`config.mk`:
```
export PLATFORM = sky130hd
export DESIGN_NAME = bcd_convert_seq_flat
export DESIGN_NICKNAME = d
export VERILOG_FILES = /design/src/rtl/alu_disp_pkg.sv /design/src/rtl/bcd_convert_seq_if.sv /design/src/rtl/bcd_add3.sv /design/src/rtl/bcd_convert_seq.sv /design/src/flat_wrapper.sv
export SDC_FILE = /design/constraint.sdc
export NUM_CORES = 1
export LEC_CHECK = 0
export CORE_MARGIN = 2
export CORE_UTILIZATION = 51
export CTS_BUF_LIST = sky130_fd_sc_hd__clkbuf_4 sky130_fd_sc_hd__clkbuf_8
export CTS_CLUSTER_DIAMETER = 80
export CTS_CLUSTER_SIZE = 25
export DETAILED_ROUTE_END_ITERATION = 16
export PLACE_DENSITY = 0.78
export SYNTH_ARGS = -nofsm -noshare
export SYNTH_HDL_FRONTEND = slang
export SYNTH_HIERARCHICAL = 1
export SYNTH_SLANG_ARGS = --single-unit
```
`constraint.sdc`:
```
create_clock -name clk -period 1.56 [get_ports clk]
set_clock_uncertainty 0.05 [all_clocks]
set_input_delay 0.39 -clock clk [delete_from_list [all_inputs] [get_ports clk]]
set_output_delay 0.39 -clock clk [all_outputs]
set_load 0.02 [all_outputs]
```
`src/rtl/alu_disp_pkg.sv`:
```
// Shared types and constants for the ALU result display path.
// Holds the converter state encoding, sign/blank letter codes and BCD geometry.
package alu_disp_pkg;

    typedef enum logic [1:0] {
        S_IDLE  = 2'd0,
        S_LOAD  = 2'd1,
        S_SHIFT = 2'd2,
        S_DONE  = 2'd3
    } state_e;

    localparam logic [3:0] CODE_MINUS = 4'hA;
    localparam logic [3:0] CODE_BLANK = 4'hF;

    localparam int BCD_DIGITS = 3;
    localparam int BCD_W      = 4 * BCD_DIGITS;

endpackage

```
`src/rtl/bcd_convert_seq_if.sv`:
```
// Request/result bundle between the ALU result path and the BCD converter.
// start is sampled only while busy=0; done is a one-cycle pulse marking new digits.
interface bcd_convert_seq_if #(
    parameter int WIDTH = 8
);
    logic             start;
    logic [WIDTH-1:0] bin_in;
    logic             busy;
    logic             done;
    logic [3:0]       Ones;
    logic [3:0]       Tens;
    logic [3:0]       Hundreds;
    logic [3:0]       Letters;

    modport master (
        output start, bin_in,
        input  busy, done, Ones, Tens, Hundreds, Letters
    );

    modport slave (
        input  start, bin_in,
        output busy, done, Ones, Tens, Hundreds, Letters
    );
endinterface

```
`src/rtl/bcd_add3.sv`:
```
// One double-dabble correction step for a single BCD nibble:
// values of 5 or more get +3 so the following left shift carries into the next digit.
module bcd_add3 (
    input  logic [3:0] nib_i,
    output logic [3:0] nib_o
);
    assign nib_o = (nib_i >= 4'd5) ? (nib_i + 4'd3) : nib_i;
endmodule

```
`src/rtl/bcd_convert_seq.sv`:
```
// Iterative shift-add-3 binary-to-BCD converter with sign letter for the display mux.
// Digit outputs are registered and only move on the done pulse.
module bcd_convert_seq
    import alu_disp_pkg::*;
#(
    parameter int         WIDTH      = 8,
    parameter bit         SIGNED_IN  = 1'b1,
    parameter logic [3:0] CODE_MINUS = alu_disp_pkg::CODE_MINUS,
    parameter logic [3:0] CODE_BLANK = alu_disp_pkg::CODE_BLANK
) (
    input  logic                clk,
    input  logic                rst_n,
    bcd_convert_seq_if.slave    bus,
    output state_e              dbg_state
);

    localparam int CNT_W = $clog2(WIDTH + 1);

    state_e             state_q, state_d;
    logic [WIDTH-1:0]   mag_q, mag_d;
    logic [BCD_W-1:0]   bcd_q, bcd_d;
    logic [BCD_W-1:0]   bcd_adj;
    logic [CNT_W-1:0]   cnt_q, cnt_d;
    logic               sign_q, sign_d;
    logic               done_q, done_d;
    logic [3:0]         ones_q, ones_d;
    logic [3:0]         tens_q, tens_d;
    logic [3:0]         hundreds_q, hundreds_d;
    logic [3:0]         letters_q, letters_d;
    logic [BCD_W+WIDTH-1:0] shifted;

    for (genvar g = 0; g < BCD_DIGITS; g++) begin : g_add3
        bcd_add3 u_add3 (
            .nib_i (bcd_q[4*g +: 4]),
            .nib_o (bcd_adj[4*g +: 4])
        );
    end

    // Corrected digits and remaining magnitude shift as one register pair.
    assign shifted = {bcd_adj, mag_q} << 1;

    always_comb begin
        state_d    = state_q;
        mag_d      = mag_q;
        bcd_d      = bcd_q;
        cnt_d      = cnt_q;
        sign_d     = sign_q;
        done_d     = 1'b0;
        ones_d     = ones_q;
        tens_d     = tens_q;
        hundreds_d = hundreds_q;
        letters_d  = letters_q;

        case (state_q)
            S_IDLE: begin
                if (bus.start) begin
                    mag_d   = bus.bin_in;
                    state_d = S_LOAD;
                end
            end
            S_LOAD: begin
                // Negating the most negative value wraps to 2^(WIDTH-1), which is the correct magnitude.
                sign_d  = SIGNED_IN && mag_q[WIDTH-1];
                mag_d   = sign_d ? -mag_q : mag_q;
                bcd_d   = '0;
                cnt_d   = CNT_W'(WIDTH);
                state_d = S_SHIFT;
            end
            S_SHIFT: begin
                bcd_d = shifted[BCD_W+WIDTH-1 -: BCD_W];
                mag_d = shifted[WIDTH-1:0];
                cnt_d = cnt_q - CNT_W'(1);
                if (cnt_q == CNT_W'(1)) begin
                    state_d = S_DONE;
                end
            end
            S_DONE: begin
                ones_d     = bcd_q[3:0];
                tens_d     = bcd_q[7:4];
                hundreds_d = bcd_q[11:8];
                letters_d  = sign_q ? CODE_MINUS : CODE_BLANK;
                done_d     = 1'b1;
                state_d    = S_IDLE;
            end
            default: begin
                state_d = S_IDLE;
            end
        endcase
    end

    always_ff @(posedge clk or negedge rst_n) begin
        if (!rst_n) begin
            state_q    <= S_IDLE;
            mag_q      <= '0;
            bcd_q      <= '0;
            cnt_q      <= '0;
            sign_q     <= 1'b0;
            done_q     <= 1'b0;
            ones_q     <= 4'd0;
            tens_q     <= 4'd0;
            hundreds_q <= 4'd0;
            letters_q  <= CODE_BLANK;
        end else begin
            state_q    <= state_d;
            mag_q      <= mag_d;
            bcd_q      <= bcd_d;
            cnt_q      <= cnt_d;
            sign_q     <= sign_d;
            done_q     <= done_d;
            ones_q     <= ones_d;
            tens_q     <= tens_d;
            hundreds_q <= hundreds_d;
            letters_q  <= letters_d;
        end
    end

    assign bus.busy     = (state_q != S_IDLE);
    assign bus.done     = done_q;
    assign bus.Ones     = ones_q;
    assign bus.Tens     = tens_q;
    assign bus.Hundreds = hundreds_q;
    assign bus.Letters  = letters_q;
    assign dbg_state    = state_q;

endmodule

```
`src/flat_wrapper.sv`:
```
// flat-port wrapper written by rule: the top's interface ports become plain ports
module bcd_convert_seq_flat import alu_disp_pkg::*;
#(
    parameter int         WIDTH      = 8,
    parameter bit         SIGNED_IN  = 1'b1,
    parameter logic [3:0] CODE_MINUS = alu_disp_pkg::CODE_MINUS,
    parameter logic [3:0] CODE_BLANK = alu_disp_pkg::CODE_BLANK
)
  (clk, rst_n, dbg_state, bus_start, bus_bin_in, bus_busy, bus_done, bus_Ones, bus_Tens, bus_Hundreds, bus_Letters);
  bcd_convert_seq_if #(.WIDTH(WIDTH)) bus_i ();
  input  logic clk;
  input  logic rst_n;
  output state_e dbg_state;
  input wire logic [$bits(bus_i.start)-1:0] bus_start;
  input wire logic [$bits(bus_i.bin_in)-1:0] bus_bin_in;
  output wire logic [$bits(bus_i.busy)-1:0] bus_busy;
  output wire logic [$bits(bus_i.done)-1:0] bus_done;
  output wire logic [$bits(bus_i.Ones)-1:0] bus_Ones;
  output wire logic [$bits(bus_i.Tens)-1:0] bus_Tens;
  output wire logic [$bits(bus_i.Hundreds)-1:0] bus_Hundreds;
  output wire logic [$bits(bus_i.Letters)-1:0] bus_Letters;
  assign bus_i.start = bus_start;
  assign bus_i.bin_in = bus_bin_in;
  assign bus_busy = bus_i.busy;
  assign bus_done = bus_i.done;
  assign bus_Ones = bus_i.Ones;
  assign bus_Tens = bus_i.Tens;
  assign bus_Hundreds = bus_i.Hundreds;
  assign bus_Letters = bus_i.Letters;
  bcd_convert_seq #(.WIDTH(WIDTH), .SIGNED_IN(SIGNED_IN), .CODE_MINUS(CODE_MINUS), .CODE_BLANK(CODE_BLANK)) u_core (.clk(clk), .rst_n(rst_n), .bus(bus_i), .dbg_state(dbg_state));
endmodule
```
* After elaboration in Yosys (flattened, before gate mapping) *
Index checks and enable logic that the tools add are counted.

cells by class
  $add $sub $neg = 5
  muxes and demuxes = 13
  equality and inequality tests = 7
  order comparisons = 3
  reduce and logical (&&, ||, !) cells = 7

operators by type and width
  cell                                                                     number
  12-bit one-hot mux with 2 select lines                                   1
  8-bit one-hot mux with 3 select lines                                    1
  8-bit two-way mux                                                        2
  4-bit by 3-bit >= comparator with 1-bit output, second input constant    3
  4-bit by 2-bit adder with 4-bit output, second input constant            2
  4-bit two-way mux                                                        2
  8-bit negator                                                            1
  2-bit one-hot mux with 4 select lines                                    1
  4-bit one-hot mux with 2 select lines                                    1
  3-bit two-way mux                                                        2
  2-bit == test, second input constant                                     2
  4-bit by 1-bit == test with 1-bit output, second input constant          1
  2-bit two-way mux                                                        2
  2-bit by 1-bit inequality test with 1-bit output, second input constant  2
  2-bit AND reduction                                                      2
  2-bit nonzero test                                                       2
  4-bit by 1-bit subtractor with 4-bit output, second input constant       1
  3-bit by 2-bit adder with 3-bit output, second input constant            1
  3-bit AND reduction                                                      1
  3-bit nonzero test                                                       1
  2-bit by 1-bit == test with 1-bit output, second input constant          1
  2-bit logical NOT                                                        1
  2-bit inequality test, second input constant                             1
  1-bit two-way mux                                                        1

storage, ports and cells
  input bits = 11
  output and inout bits = 20
  flip-flop bits (word level) = 44

* Logic depth before layout (Yosys ltp) *
Gate-level depths: netlist (run 1).

  word-level depth = 3
  mapped depth = 7
  gate-level depth less buffers = 6

* Hierarchy *
The synthesis (run 1) kept the hierarchy.

by module, submodules not included
  module           instances  cells each  area an instance (um2)
  bcd_convert_seq  1          169         1951.9
  bcd_add3         3          16          101.3

* Least setup slack after synthesis (run 1) *
Ideal clock, no wire load.

  kind = reg2reg
  start = reg u_core.state_q[0], in the netlist u_core/dbg_state[0]
  end = reg u_core.mag_q[5]
  period minus slack after synthesis = 1.795 ns
  data required time = 1.381 ns
  library setup time = 0.129 ns
  stages on the path, launching flop included = 8
  slack = -0.235 ns
  arrival = 1.616 ns
  cells stage by stage = dfrtp_1 -> inv_1 -> ha_1 -> and3_1 -> buf_2 -> and3_1 -> o21ai_0 -> o21ai_0

on the way
  cells in the longest elaborated chain, start to end = 3
  elaborated cells between the ends (all ways) = 8
  those cells by class = eq/ne (4); mux (1); reduce/logical (3)

RTL lines
  item                                                                                       line                    RTL
  start: declaration                                                                         bcd_convert_seq.sv:19   state_e state_q, state_d;
  start signal: assignment                                                                   bcd_convert_seq.sv:104  state_q <= state_d;
  2-bit by 1-bit == test with 1-bit output (tied with other cells)                           bcd_convert_seq.sv:54   case (state_q)
  2-bit by 1-bit inequality test with 1-bit output (no source line) (tied with other cells)  n/a
  3-bit AND reduction (no source line)                                                       n/a
  end signal: assignment                                                                     bcd_convert_seq.sv:105  mag_q <= mag_d;
  end: declaration                                                                           bcd_convert_seq.sv:20   logic [WIDTH-1:0] mag_q, mag_d;

Several ways; a longest one is shown, not always the timed one.
A chain may end at the register's enable or synchronous reset.

* Final worst setup path (run 1) *
  start = reg u_core.state_q[0], in the netlist u_core/dbg_state[0]
  end = reg u_core.mag_q[6]

The elaborated chain is that of the path after synthesis.

==> results of run 1 <==
cell usage in the layout, fill, tap and decap left out, types with 9 or more instances in the layout:
| cell | n |
|---|---|
| dlygate4sd2_1 | 13 |
| dfrtp_1 | 38 |
| mux2_2 | 14 |
| nor2_1 | 9 |
| ha_1 | 9 |
| a22o_1 | 12 |
| inv_1 | 14 |
| nand2_1 | 17 |
| clkdlybuf4s50_1 | 9 |
| buf_4 | 25 |
power by group through the flow:
stage          clock network (W)  registers (W)  logic [W]
3_5_place_dp                   0        0.00157    0.00294
2_1_floorplan                  0        0.00167    0.00183
3_3_place_gp                   0        0.00156    0.00289
4_1_cts                  0.00103        0.00156    0.00314
5_1_grt                  0.00107        0.00161    0.00394
6_report                 0.00101        0.00157    0.00364
cell type report:
class	count	share of cell area, %
Inverter	19	2.480
Tap cell	52	2.150
Sequential cell	41	34.02
Clock buffer	5	2.274
Clock inverter	3	2.150
Timing Repair Buffer	60	17.53
Multi-Input combinational cell	143	39.40
critical path, cell delays in order (launching register included):
cell and delay, ns:
dfrtp_2 0.44, inv_2 0.09, ha_4 0.23, buf_6 0.14, nor2_1 0.23, o311a_1 0.24
o32ai_2 0.09
stage by stage:
step                      worst slack [ns]  hold slack, ns  total power (W)  util (%)
after floorplan                   -0.09446         0.04441         0.003499         -
after global routing               -0.1008         0.02716         0.006614     70.48
after detailed placement           -0.4626          0.3317         0.004507     63.29
final                             -0.06926       -0.004232         0.006219     70.48
after CTS                         -0.04545        0.004736         0.005723     67.74
after global placement             -0.3860          0.3284         0.004447     63.29
path summary, 6_finish.rpt:
check,startpoint,endpoint,slack (ns),cells past startpoint
max in group asynchronous,rst_n,u_core/bus.Letters[0],1.20,2
min reg2reg,u_core/cnt_q[3],u_core/cnt_q[3],0.45,1
min in group clk,u_core/cnt_q[3],u_core/cnt_q[3],0.45,1
min,rst_n,u_core/mag_q[5],-0.004,2
max reg2reg,u_core/dbg_state[0],u_core/mag_q[6],-0.07,6
max,u_core/dbg_state[0],u_core/mag_q[6],-0.07,6
state kept, by name, indices dropped and copies added (netlist names):
| name | count |
|---|---|
| u_core/mag_q | 8 |
| u_core/dbg_state | 2 |
| u_core/bus.done | 1 |
| u_core/bus.Letters | 1 |
| u_core/sign_q | 1 |
| u_core/bus.Hundreds | 4 |
| u_core/bcd_q | 12 |
| u_core/bus.Ones | 4 |
| u_core/bus.Tens | 4 |
| u_core/cnt_q | 4 |
metal layers:
metal  GRT usage, %  share of wire [%]
met5              0                  0
met4          7.265                1.3
met3          3.463                4.7
met2          31.53                 48
met1          27.49                 46
timing repair:
item / in CTS / in global routing
pin swaps: 4 / 7
setup endpoints to repair: 35 / 29
gates resized for setup: 51 / 22
gates cloned: 1 / 0
setup buffers: 1 / 7
==> metrics, run 1 <==
final setup vio count 11; CP Class reg -> reg; footprint of the multi-input gates 1192 um^2; CTS tree yes; Tightest Hold Check Type in -> async; Sink Count 41; Post-Syn Instances 213; first-pass GRT wire length 7776 um; GP Congestion 0.8278; Final Cycle Share 104.4%; 1st-pass router iterations 5; n_diodes 0; root buf cell clkbuf_8; Max Clock Freq ~600 MHz; clk buf depth 2; DP HPWL ~3000 um; sw power 0.002434 W; WL final roughly 4800 um; P_int 0.003786 W; Max Cap Violations 0; crit start category register; cts hold-fix bufs 0; Starting Density a little over half; final worst slack -0.06926 ns; Seq. cell area 1030 um^2; status complete, but fails checks; placed cell areas around 2700 um^2; fin cells 323; vias per cell 5.557; Antenna Nets Post-Route 0; WP data arrival 1.75 ns; Ys Warns 6; Die Wd 70.21 um; Max rail drop VDD 1.285 mV; I/O Buffers 28; RSZ-0062 raised after global routing true; total grt overflow 0; top fanout value on the critical path 7; NumNets Final 294; Final Hold Viols 5; Rows 24; synthesized cell area around 2200 um^2; vias in the first global route 1706; Worst Hold Slack -0.004232 ns; design area around 3000 um^2; Sequential Power Share roughly a quarter; H-tree levels 2; Synth Area per Inst 10.50 um^2; setup TNS -0.2889 ns; die height about 70 um; switching share of power between 30% and 40%; latest clock arrival within the worst-skew pair between 0.2 and 0.3 ns; # DRC 0; pins over their slew limit 0; Area Overhead vs Synth 35.37%; DRT iter0 DRCs 220; die area 4929 um^2; clock share of power 16.2%; gr usage total 19.87%; WL per Instance 14.97 um; Ports 31; Worst Setup End Kind register; Worst Path Required 1.68 ns; Comb power frac between 50 and 60%; P_leak ~1.5 nW; failing checks negative hold slack, negative setup slack; DP Cell Count 306; largest net degree at the start of global routing 42; share of cells above drive strength 1 36.53%; number of antenna violations at the first check in global routing 0; crit path time final 1.629 ns; Power Density 2055 nW/um^2; CTS Buf Count 5; Via Count 1795; core box area roughly 4300 um^2; Worst-path clk slew 0.08 ns; Fill cells 300
Note: power is estimated with default switching activity, not from simulation.
==> run 2: changes to the inputs <==
GPL_TIMING_DRIVEN = 0   (was default)
==> metrics, run 2 (synthesis gave the netlist of run 1 again) <==
Worst Hold Slack about 0.42 ns; CP max stage cell dfrtp_2; Max rail drop VDD ~1 mV; Worst Setup End Kind register; Starting Density around 52%; core box area 4294 um^2; clk buf depth 2; Rows 24; Ports 31; CTS tree yes; CP Class reg -> reg; footprint of the multi-input gates 1190 um^2; Tightest Hold Check Type in -> async; gr usage total 21.01%; top fanout value on the critical path 5; WL per Instance 15.78 um; Power Density roughly 2100 nW/um^2; Antenna Nets Post-Route 0; I/O Buffers 28; final setup vio count 8; failing checks negative setup slack; die height 70.21 um; die area approximately 5000 um^2; Final Cycle Share 106.1%; n_diodes 0; Die Wd between 70 and 80 um; Via Count between 1500 and 2000; commonest non-fill, non-tap cell in the layout dfrtp_1; pins over their slew limit 0; Worst path top cell family by delay compound AO/OA/AOI/OAI gates; final worst slack -0.09504 ns; status complete, but fails checks; grt met3 use 5.628%; Max Cap Violations 0; WL final 5098 um; crit start category register; H-tree levels 2; Worst Path Required 1.69 ns; latest clock arrival within the worst-skew pair 0.31 ns; critical-path cell list inv_2 > ha_4 > and2b_2 > a211o_4 > buf_8 > a21oi_2 > o22ai_1; P_leak 1.478 nW; Area Overhead vs Synth 36.04%; WP data arrival between 1.5 and 2 ns; max reg flops 12; Register-to-Register Path Depth 7; Final Hold Viols 0; Worst Path Buf+Inv 2; share of cells above drive strength 1 36.53%; Max Clock Freq 604.2 MHz; Sink Count 41; R2R Setup Slk -0.1 ns; first-pass GRT wire length 8059 um; # DRC 0; 1st-pass router iterations 5; root buf cell clkbuf_8; GR Layer Usage met1 between 20% and 30%; Seq. cell area slightly above 1000 um^2; GP Congestion around 0.89; NumNets Final 294; Fill cells around 310; RSZ-0062 raised after global routing true; CP max stage delay 0.42 ns; stages on the worst setup path 7; commonest cells after routing, fill and taps aside dfrtp_1, buf_4, inv_1, nand2_1, mux2_2; Worst-path clk slew 0.09 ns; number of antenna violations at the first check in global routing 0; crit path time final 1.655 ns; GRT Max-Usage Layer met2; vias in the first global route ~1700; DRT iter0 DRCs between 100 and 150; Top reg by flops u_core/bcd_q; grt met2 use 34.50%; Setup WS pre-CTS -0.3994 ns; total grt overflow 0; CTS Buf Count 5; largest net degree at the start of global routing 34; largest registers u_core/bcd_q (12), u_core/mag_q (8); DP HPWL between 2000 and 3000 um; vias per cell 5.616
run 2: cell type report:
cell class	count	share of cell area (%)
buffer	11	3.826
timing repair buffer	50	14.64
tap	52	2.139
clock buffer	6	2.715
clock inverter	2	1.234
sequential	41	33.90
multi-input combinational	142	39.12
inverter	19	2.427
run 2: metrics by stage:
| step | TNS, ns | total power (W) | instance area (um^2) | utilization (%) | std cells |
|---|---|---|---|---|---|
| after floorplan | -0.3837 | 0.003499 | 2263 | - | 214 |
| after global placement | -46.18 | 0.004211 | 2609 | 60.75 | 294 |
| after detailed placement | -3.775 | 0.004256 | 2624 | 61.10 | 295 |
| after CTS | -0.1828 | 0.005681 | 2907 | 67.69 | 320 |
| after global routing | -0.9356 | 0.006593 | 3042 | 70.83 | 323 |
| final | -0.4190 | 0.006237 | 3042 | 70.83 | 323 |
run 2: where the power goes:
part / switching [W] / leakage (nW) / total, W / internal [W]
combinational: 0.00188 / 0.879 / 0.00371 / 0.00184
clock: 0.000394 / 0.0574 / 0.000914 / 0.000520
sequential: 0.000266 / 0.541 / 0.00161 / 0.00134
run 2: per-layer routing:
metal,wire [um],vias to the layer above
li1,-,854
met1,2225,895
met4,91,0
met2,2518,56
met5,0,-
met3,262,9
run 2: timing repair:
item | CTS | global route
gates resized for setup | 54 | 36
cloned | 1 | 0
pin swaps | 4 | 7
hold buffers | 1 | 0
buffers inserted | 16 | 3
endpoints found under the setup margin | 42 | 24
hold endpoints to repair | 8 | 0
run 2: path summary, 6_finish.rpt:
| check | startpoint | to |
|---|---|---|
| min in group clk | u_core/cnt_q[3] | u_core/cnt_q[3] |
| min reg2reg | u_core/cnt_q[3] | u_core/cnt_q[3] |
| max reg2reg | u_core/dbg_state[0] | u_core/mag_q[2] |
| min | rst_n | u_core/mag_q[4] |
| max | u_core/dbg_state[0] | u_core/mag_q[2] |
| max in group asynchronous | rst_n | u_core/bus.Letters[0] |
==> run 3: changes to the inputs <==
REMOVE_ABC_BUFFERS = 1   (was default)
SLEW_MARGIN = 5   (was default)
==> metrics, run 3 (synthesis gave the netlist of run 1 again) <==
status complete, but fails checks; failing checks negative setup slack; fin cells 321; Fill cells 314; Max Cap Violations 0; WP data arrival 1.80 ns; Final Hold Viols 0; commonest cells after routing, fill and taps aside dfrtp_1, buf_4, nand2_1; vias per cell 5.710; R2R Path End u_core/cnt_q[2]; Power Density 2106 nW/um^2; RSZ-0062 raised after global routing true; Area Overhead vs Synth 33.86%; pins over their slew limit 0; DP Cell Count 283; final setup vio count 23; max reg flops 12; reg2reg start u_core/dbg_state[1]; Worst Path Required 1.68 ns; root buf cell clkbuf_8; CTS tree yes; Worst-path clk slew ~0.080 ns; number of antenna violations at the first check in global routing 0; CP max stage delay between 0.4 and 0.5 ns; gr usage total 21.55%; crit start category register; clk buf depth 2; R2R Setup Slk -0.12 ns; Final Cycle Share 107.6%; CTS Buf Count 5; top fanout value on the critical path 6; I/O Buffers 28; 1st-pass router iterations 4; share of cells above drive strength 1 a little over a third; total grt overflow 0; most frequent CP cell buf_12; critical path startpoint u_core/dbg_state[1]; commonest non-fill, non-tap cell in the layout dfrtp_1; Max rail drop VDD ~1.3 mV; Top reg by flops u_core/bcd_q; WL met2 2556 um; die height 70.21 um; Sink Count between 40 and 50; vias in the first global route 1791; Worst Setup End Kind register; met1 wire length between 2000 and 2500 um; Ports 31; Tightest Hold Check Type in -> async; critical-path cell list inv_2 > ha_4 > buf_12 > clkinvlp_4 > buf_12 > buf_6 > a22o_1; Top Metal Used met4; met3 routed WL about 220 um; crit path time final 1.678 ns; Die Wd 70.21 um; DP HPWL 2604 um; GP Congestion 0.8443; final worst slack -0.1180 ns; Register-to-Register Path Depth 7; Antenna Nets Post-Route 0; latest clock arrival within the worst-skew pair a little under 0.3 ns; Rows 24; cts hold-fix bufs 0; largest net degree at the start of global routing 23; Via Count ~1800; Max Clock Freq 596.0 MHz; core box area 4294 um^2; DRT iter0 DRCs between 90 and 100; first-pass GRT wire length 8493 um; NumNets Final between 200 and 300; WL per Instance 15.98 um; Starting Density between 50% and 60%; P_leak 1.454 nW; n_diodes 0; # DRC 0; WL final 5131 um; CP Class reg -> reg; H-tree levels 2; die area 4929 um^2; largest registers u_core/bcd_q (12), u_core/mag_q (8); Setup WS pre-CTS -0.6793 ns; CP max stage cell dfrtp_1
==> run 3: layout make-up <==
cell class | instances | area [um^2] | area share, %
clock inverters | 2 | 10.01 | 0.3344
flip-flops and latches | 41 | 1028 | 34.36
well taps | 52 | 65.06 | 2.174
repair inverters | 3 | 22.52 | 0.7525
clock buffers | 6 | 76.32 | 2.550
inverters | 19 | 75.07 | 2.508
multi-input cells | 143 | 1172 | 39.17
repair buffers | 55 | 543.0 | 18.14
==> run 3: layer usage <==
metal  vias to the layer above  track usage (%)
met5                         -                0
met4                         0            7.692
met3                        13            3.608
met2                        56            35.13
met1                       907            29.14
li1                        857                -
==> run 3: stage by stage <==
step	util (%)	setup TNS [ns]	power, W	hold WS (ns)	instance area, um^2
6_report	69.70	-1.142	0.006303	0.002643	2993
5_1_grt	69.70	-2.400	0.006678	0.04197	2993
4_1_cts	65.85	-0.7958	0.005543	0.01460	2828
3_5_place_dp	58.62	-14.39	0.003890	0.3283	2517
3_3_place_gp	58.10	-55.71	0.003846	0.4305	2495
2_1_floorplan	-	-6.255	0.003207	0.04441	2150
==> run 3: timing repair <==
action | CTS | global route
gates cloned | 4 | 0
endpoints found under the setup margin | 54 | 23
pin swaps | 2 | 8
gates resized for setup | 48 | 30
buffers inserted | 16 | 11
==> run 3: critical path: cells and delay by family (launching register included) <==
kind,cells,cell delay [ns]
flops,1,0.41
buf+inv,5,0.56
fa+ha+maj,1,0.32
compound gates,1,0.21
==> run 3: report_power, final <==
group / total (W) / switching (W) / internal [W]
registers: 0.00159 / 0.000250 / 0.00134
logic: 0.00401 / 0.00198 / 0.00204
clock network: 0.000699 / 0.000371 / 0.000328
==> run 3: worst max-delay path by stage <==
stage          cells after the start  slack (ns)                 end
5_1_grt                            7       -0.19     u_core/mag_q[3]
4_1_cts                            6       -0.12     u_core/mag_q[5]
6_report                           7       -0.12     u_core/cnt_q[2]
3_5_place_dp                       5       -0.68     u_core/mag_q[1]
2_1_floorplan                      5       -0.39     u_core/mag_q[1]
3_3_place_gp                       1       -1.02  u_core/bus.Ones[1]
